--- src/rtl/router_inj_pkg.sv ---
// Shared definitions for the router injection path.
// Contents:
//   - bit offsets and widths of the 68-bit injection channel
//   - bit offsets and width of the 2-bit flow-control return
//   - the scheduler state enum
package router_inj_pkg;

  // Channel layout: [0] valid, [1] head, [2] tail, [3] vc, [67:4] payload
  localparam int CH_VALID    = 0;
  localparam int CH_HEAD     = 1;
  localparam int CH_TAIL     = 2;
  localparam int CH_VC       = 3;
  localparam int CH_DATA_LSB = 4;
  localparam int CH_WIDTH    = 68;
  localparam int DATA_WIDTH  = 64;

  // Flow-control return layout: [0] credit valid, [1] vc
  localparam int FC_VALID = 0;
  localparam int FC_VC    = 1;
  localparam int FC_WIDTH = 2;

  typedef enum logic {
    IDLE   = 1'b0,
    LOCKED = 1'b1
  } state_e;

endpackage

--- src/rtl/rr_arbiter.sv ---
// Combinational round-robin arbiter.
// Ports:
//   req   - request vector, one bit per requester
//   ptr   - index with the highest priority this cycle
//   grant - one-hot grant of the first request at or after ptr (wrapping),
//           all-zero when nothing is requested
module rr_arbiter #(
  parameter  int NUM_REQ = 4,
  localparam int PTR_W   = (NUM_REQ > 1) ? $clog2(NUM_REQ) : 1
) (
  input  logic [NUM_REQ-1:0] req,
  input  logic [PTR_W-1:0]   ptr,
  output logic [NUM_REQ-1:0] grant
);

  // Walk the requesters starting at ptr; the modulo keeps the wrap correct
  // even when NUM_REQ is not a power of two.
  always_comb begin : pickWinner
    int             sum;
    logic [PTR_W-1:0] idx;
    logic           found;
    grant = '0;
    found = 1'b0;
    for (int k = 0; k < NUM_REQ; k++) begin
      sum = (int'(ptr) + k) % NUM_REQ;
      idx = PTR_W'(sum);
      if (!found && req[idx]) begin
        grant[idx] = 1'b1;
        found      = 1'b1;
      end
    end
  end

endmodule

--- src/rtl/inj_port_scheduler.sv ---
// Injection-port scheduler: shares the router's port-4 channel among
// NUM_REQ local sources, one whole packet at a time, round-robin, with
// per-VC credit counters so the router input buffers never overflow.
// Ports:
//   clk, reset           - clock, asynchronous active-low reset
//   req_valid/head/tail  - per-requester flit handshake and framing
//   req_vc               - packet VC, only looked at with the head flit
//   req_data             - payloads, requester i at [64*i +: 64]
//   req_ready            - per-requester accept (combinational from state)
//   channel_out          - registered flit towards the router
//   flow_ctrl_in         - credit returns from the router
//   error                - sticky protocol/credit error
module inj_port_scheduler
  import router_inj_pkg::*;
#(
  parameter int NUM_REQ   = 4,
  parameter int NUM_VCS   = 2,
  parameter int BUF_DEPTH = 8
) (
  input  logic                       clk,
  input  logic                       reset,
  input  logic [NUM_REQ-1:0]         req_valid,
  input  logic [NUM_REQ-1:0]         req_head,
  input  logic [NUM_REQ-1:0]         req_tail,
  input  logic [NUM_REQ-1:0]         req_vc,
  input  logic [DATA_WIDTH*NUM_REQ-1:0] req_data,
  output logic [NUM_REQ-1:0]         req_ready,
  output logic [CH_WIDTH-1:0]        channel_out,
  input  logic [FC_WIDTH-1:0]        flow_ctrl_in,
  output logic                       error
);

  localparam int PTR_W = (NUM_REQ > 1) ? $clog2(NUM_REQ) : 1;
  localparam int CW    = $clog2(BUF_DEPTH + 1);

  state_e                state_q, state_d;
  logic [PTR_W-1:0]      owner_q, owner_d;
  logic                  ownerVc_q, ownerVc_d;
  logic [PTR_W-1:0]      rrPtr_q, rrPtr_d;
  logic                  sentFirst_q, sentFirst_d;
  logic                  error_q, error_d;
  logic [CH_WIDTH-1:0]   channel_q, channel_d;
  logic [CW-1:0]         credit_q [NUM_VCS];
  logic [CW-1:0]         credit_d [NUM_VCS];

  logic [DATA_WIDTH-1:0] reqData [NUM_REQ];
  logic [NUM_REQ-1:0]    eligible;
  logic [NUM_REQ-1:0]    grant;
  logic [PTR_W-1:0]      winnerIdx;
  logic                  ownerReady;
  logic                  accept;

  // Unpack payloads and flag heads whose VC still has buffer space.
  always_comb begin
    for (int i = 0; i < NUM_REQ; i++) begin
      reqData[i]  = req_data[DATA_WIDTH*i +: DATA_WIDTH];
      eligible[i] = req_valid[i] && req_head[i] && (credit_q[req_vc[i]] != '0);
    end
  end

  rr_arbiter #(.NUM_REQ(NUM_REQ)) uArb (
    .req   (eligible),
    .ptr   (rrPtr_q),
    .grant (grant)
  );

  // One-hot grant to index of the winning requester.
  always_comb begin
    winnerIdx = '0;
    for (int i = 0; i < NUM_REQ; i++) begin
      if (grant[i]) winnerIdx = PTR_W'(i);
    end
  end

  // Ready depends only on registered state so there is no valid->ready path.
  always_comb begin
    ownerReady         = (state_q == LOCKED) && (credit_q[ownerVc_q] != '0);
    req_ready          = '0;
    req_ready[owner_q] = ownerReady;
    accept             = ownerReady && req_valid[owner_q];
  end

  // Next-state: packet lock, flit forwarding, credit accounting and errors.
  always_comb begin : nextState
    logic sendVc;
    logic retVc;
    state_d     = state_q;
    owner_d     = owner_q;
    ownerVc_d   = ownerVc_q;
    rrPtr_d     = rrPtr_q;
    sentFirst_d = sentFirst_q;
    error_d     = error_q;
    channel_d   = '0;
    credit_d    = credit_q;
    sendVc      = 1'b0;
    retVc       = 1'b0;

    case (state_q)
      IDLE: begin
        if (|eligible) begin
          state_d     = LOCKED;
          owner_d     = winnerIdx;
          ownerVc_d   = req_vc[winnerIdx];
          sentFirst_d = 1'b0;
        end
      end
      LOCKED: begin
        if (accept) begin
          channel_d[CH_VALID]                      = 1'b1;
          channel_d[CH_HEAD]                       = req_head[owner_q];
          channel_d[CH_TAIL]                       = req_tail[owner_q];
          channel_d[CH_VC]                         = ownerVc_q;
          channel_d[CH_DATA_LSB +: DATA_WIDTH]     = reqData[owner_q];
          sentFirst_d                              = 1'b1;
          // A second head inside a packet is a source bug; still forward it.
          if (sentFirst_q && req_head[owner_q]) error_d = 1'b1;
          if (req_tail[owner_q]) begin
            state_d = IDLE;
            rrPtr_d = (owner_q == PTR_W'(NUM_REQ - 1)) ? '0 : owner_q + 1'b1;
          end
        end
      end
      default: state_d = IDLE;
    endcase

    // A send and a return on the same VC cancel out; a return into a full
    // counter is a router-side protocol error and the count saturates.
    for (int v = 0; v < NUM_VCS; v++) begin
      sendVc = accept && (ownerVc_q == 1'(v));
      retVc  = flow_ctrl_in[FC_VALID] && (flow_ctrl_in[FC_VC] == 1'(v));
      if (sendVc && !retVc) begin
        credit_d[v] = credit_q[v] - 1'b1;
      end else if (retVc && !sendVc) begin
        if (credit_q[v] == CW'(BUF_DEPTH)) error_d = 1'b1;
        else                                credit_d[v] = credit_q[v] + 1'b1;
      end
    end
  end

  // State and output registers.
  always_ff @(posedge clk or negedge reset) begin
    if (!reset) begin
      state_q     <= IDLE;
      owner_q     <= '0;
      ownerVc_q   <= 1'b0;
      rrPtr_q     <= '0;
      sentFirst_q <= 1'b0;
      error_q     <= 1'b0;
      channel_q   <= '0;
      for (int v = 0; v < NUM_VCS; v++) credit_q[v] <= CW'(BUF_DEPTH);
    end else begin
      state_q     <= state_d;
      owner_q     <= owner_d;
      ownerVc_q   <= ownerVc_d;
      rrPtr_q     <= rrPtr_d;
      sentFirst_q <= sentFirst_d;
      error_q     <= error_d;
      channel_q   <= channel_d;
      for (int v = 0; v < NUM_VCS; v++) credit_q[v] <= credit_d[v];
    end
  end

  assign channel_out = channel_q;
  assign error       = error_q;

endmodule

--- config.mk ---
export PLATFORM = sky130hd
export DESIGN_NAME = inj_port_scheduler
export DESIGN_NICKNAME = d
export VERILOG_FILES = /design/src/rtl/router_inj_pkg.sv /design/src/rtl/rr_arbiter.sv /design/src/rtl/inj_port_scheduler.sv
export SDC_FILE = /design/constraint.sdc
export NUM_CORES = 1
export LEC_CHECK = 0
export CAP_MARGIN = 20
export CELL_PAD_IN_SITES_DETAIL_PLACEMENT = 0
export CELL_PAD_IN_SITES_GLOBAL_PLACEMENT = 1
export CORE_MARGIN = 2
export CORE_UTILIZATION = 28
export DETAILED_ROUTE_END_ITERATION = 16
export GPL_ROUTABILITY_DRIVEN = 0
export PLACE_DENSITY = 0.81
export SLEW_MARGIN = 20
export SYNTH_ARGS = -nofsm -noshare
export SYNTH_HDL_FRONTEND = slang
export SYNTH_HIERARCHICAL = 1
export SYNTH_SLANG_ARGS = --single-unit
--- constraint.sdc ---
create_clock -name clk -period 3.6 [get_ports clk]
set_input_delay 0.54 -clock clk [delete_from_list [all_inputs] [get_ports clk]]
set_output_delay 0.54 -clock clk [all_outputs]
set_load 0.03 [all_outputs]
==> reports/qor.yml <==
timing:
  tightestPinTransition_ps: 803
  skew_ps: 11.2
  fin_crit_sh: 0.881
  fin_tns_setup_ps: 0
  setup_viol: 0
  max_freq_ghz: 0.315
  hold_viol_final: 0
  slew_headroom: 0.465
  rsz0062_at_grt: "no"
  hold_slack_ps: 232
  period_needed_ps: 3170
  slew_violations: 0
die:
  die_w_microns: 143
  coreArea_sq_um: 18800
  die-area_sq_um: 20400
  die_h_microns: 143
  std_cell_rows: 50
  initial_core_util: 0.287
  io_pins: 349
clock_tree:
  htree_levels: 3
  clockBufferDepth: 2
  postCtsSetupRepairBufs: 0
  clock_latency_ps: 350
  clkTransAtPathRegs_ps: 70
  clock_sink_count: 84
  cts-hold-fix-buffers: 0
  root_buffer: "clkbuf_16"
  cts_tree: "built"
  ctsResizeCount: 0
  cts_buffers: 9
worst_setup_path:
  critPathTopFamily: "multiplexers"
  crit_path_end_kind: "register"
  crit_path_start: "credit_q[5]"
  critPathMaxStageDelay_ps: 590
  r2r-start: "credit_q[5]"
  cp_max_fo: 8
  critical_path_class: "reg2reg"
  critPathLaunchType: "register"
  worstPathArrival_ps: 3390
  crit_slowest_cell: "mux4_2"
  cp_common_cell: "mux2i_1"
  cp_num_buf_inv: 0
  crit_chain: "nor3_1, nand2b_1, o2111a_1, mux4_2, nor4b_4, nand2_1, o211ai_1, mux2i_1, o21ai_0, mux2i_1, mux2i_1"
  cp.required_ps: 3820
layout:
  drive_above_1_share: 0.177
  finish.net_count: 1034
  fillCellCount: 1628
  num_antenna_cells: 0
  final_area_sq_um: 9410
  multi_input_area_sq_um: 3070
  seqCellArea_sq_um: 2110
  area_delta_synth_final_pct: 74.2
global_route:
  antenna_found_initial: 0
  first_global_vias: 5178
  grt_max_degree: 54
  track_usage: 0.201
  gr-total-overflow: 0
  grt_pass1_wl_mm: 30.7
synth:
  avgSynthCellArea_sq_um: 13.5
  yosys_warnings: 6
  syn_area_sq_um: 5400
  synthCells: 401
  synth_nets: 695
flow_run:
  cap_violations: 0
placed_design:
  io_buffers: 348
  hpwl_mm: 17.1
  place_area_sq_um: 9100
power_and_ir_drop:
  power.density_nw_per_um2: 686
  leakage_uw: 0.00378
  ir_drop_uv: 494
route:
  wl_mm: 21.0
  via_count: 4872
  drtAntennaViolNets: 0
  drc: 0
  viasPerCell: 4.85
  dr.pass1.iters: 4
  wl_per_cell_microns: 20.9
  drtIter0Drc: 177
status:
  status: "finished clean"
hold_path:
  hp-class: "in2async"
[registers in the layout (all words and copies together) (netlist names)]
register     count
credit_q         8
channel_out     68
sentFirst_q      1
error            1
rrPtr_q          2
ownerVc_q        1
state_q          1
owner_q          2
[through the flow]
step	util	total power, uW	setup slack (ps)	cells
5_1_grt	0.500	6900	212	1005
4_1_cts	0.500	6540	434	1005
3_3_place_gp	0.483	5450	468	989
3_5_place_dp	0.483	5550	388	989
2_1_floorplan	-	4300	776	401
6_report	0.500	6460	427	1005
[final cells by class]
type,count,share of cell area
Multi-Input combinational cell,273,0.326
Clock buffer,9,0.0239
Sequential cell,84,0.224
Clock inverter,7,0.00904
Timing Repair Buffer,354,0.375
Tap cell,260,0.0346
Inverter,18,0.00744
[path summary, 6_finish.rpt]
check | endpoint | slack (ps) | depth (start not counted)
hold / removal | channel_out[11] | 230 | 1
hold reg to reg | credit_q[7] | 520 | 1
min in group clk | credit_q[7] | 520 | 1
setup / recovery | ownerVc_q | 430 | 11
max in group asynchronous | channel_out[21] | 2610 | 2
setup reg to reg | ownerVc_q | 430 | 11
[cell usage in the layout, fill, tap and decap left out, types with 5 or more instances in the layout]
master / count
ha_1: 18
nand3b_1: 5
a21oi_1: 7
mux4_2: 66
xnor2_1: 6
clkbuf_16: 9
inv_1: 17
and2_1: 41
buf_4: 7
clkdlybuf4s50_1: 347
nand3_1: 9
and2_4: 27
o211ai_1: 5
nand2_1: 24
dfrtp_1: 80
mux2i_1: 6
nor2_1: 9
[layer usage]
layer  vias to the layer above  GRT usage  routed length [microns]
met5                         -          0                        0
met4                         0     0.0667                      503
met3                        36     0.0473                     1470
met2                       226      0.356                    11000
met1                      2433      0.238                     8040
li1                       2177          -                        -
[where the power goes]
part / total [uW] / internal [uW] / switching (uW)
clock network: 963 / 549 / 415
registers: 1600 / 1270 / 333
logic: 3890 / 2050 / 1840
[worst reg2reg max path: stages (launching register included)]
cell      delay, ps
dfrtp_1         460
nor3_1          350
nand2b_1        180
o2111a_1        310
mux4_2          590
nor4b_4         360
nand2_1          90
o211ai_1        150
mux2i_1         210
o21ai_0          80
mux2i_1         170
mux2i_1         100
Power figures use the tool's default switching activity.
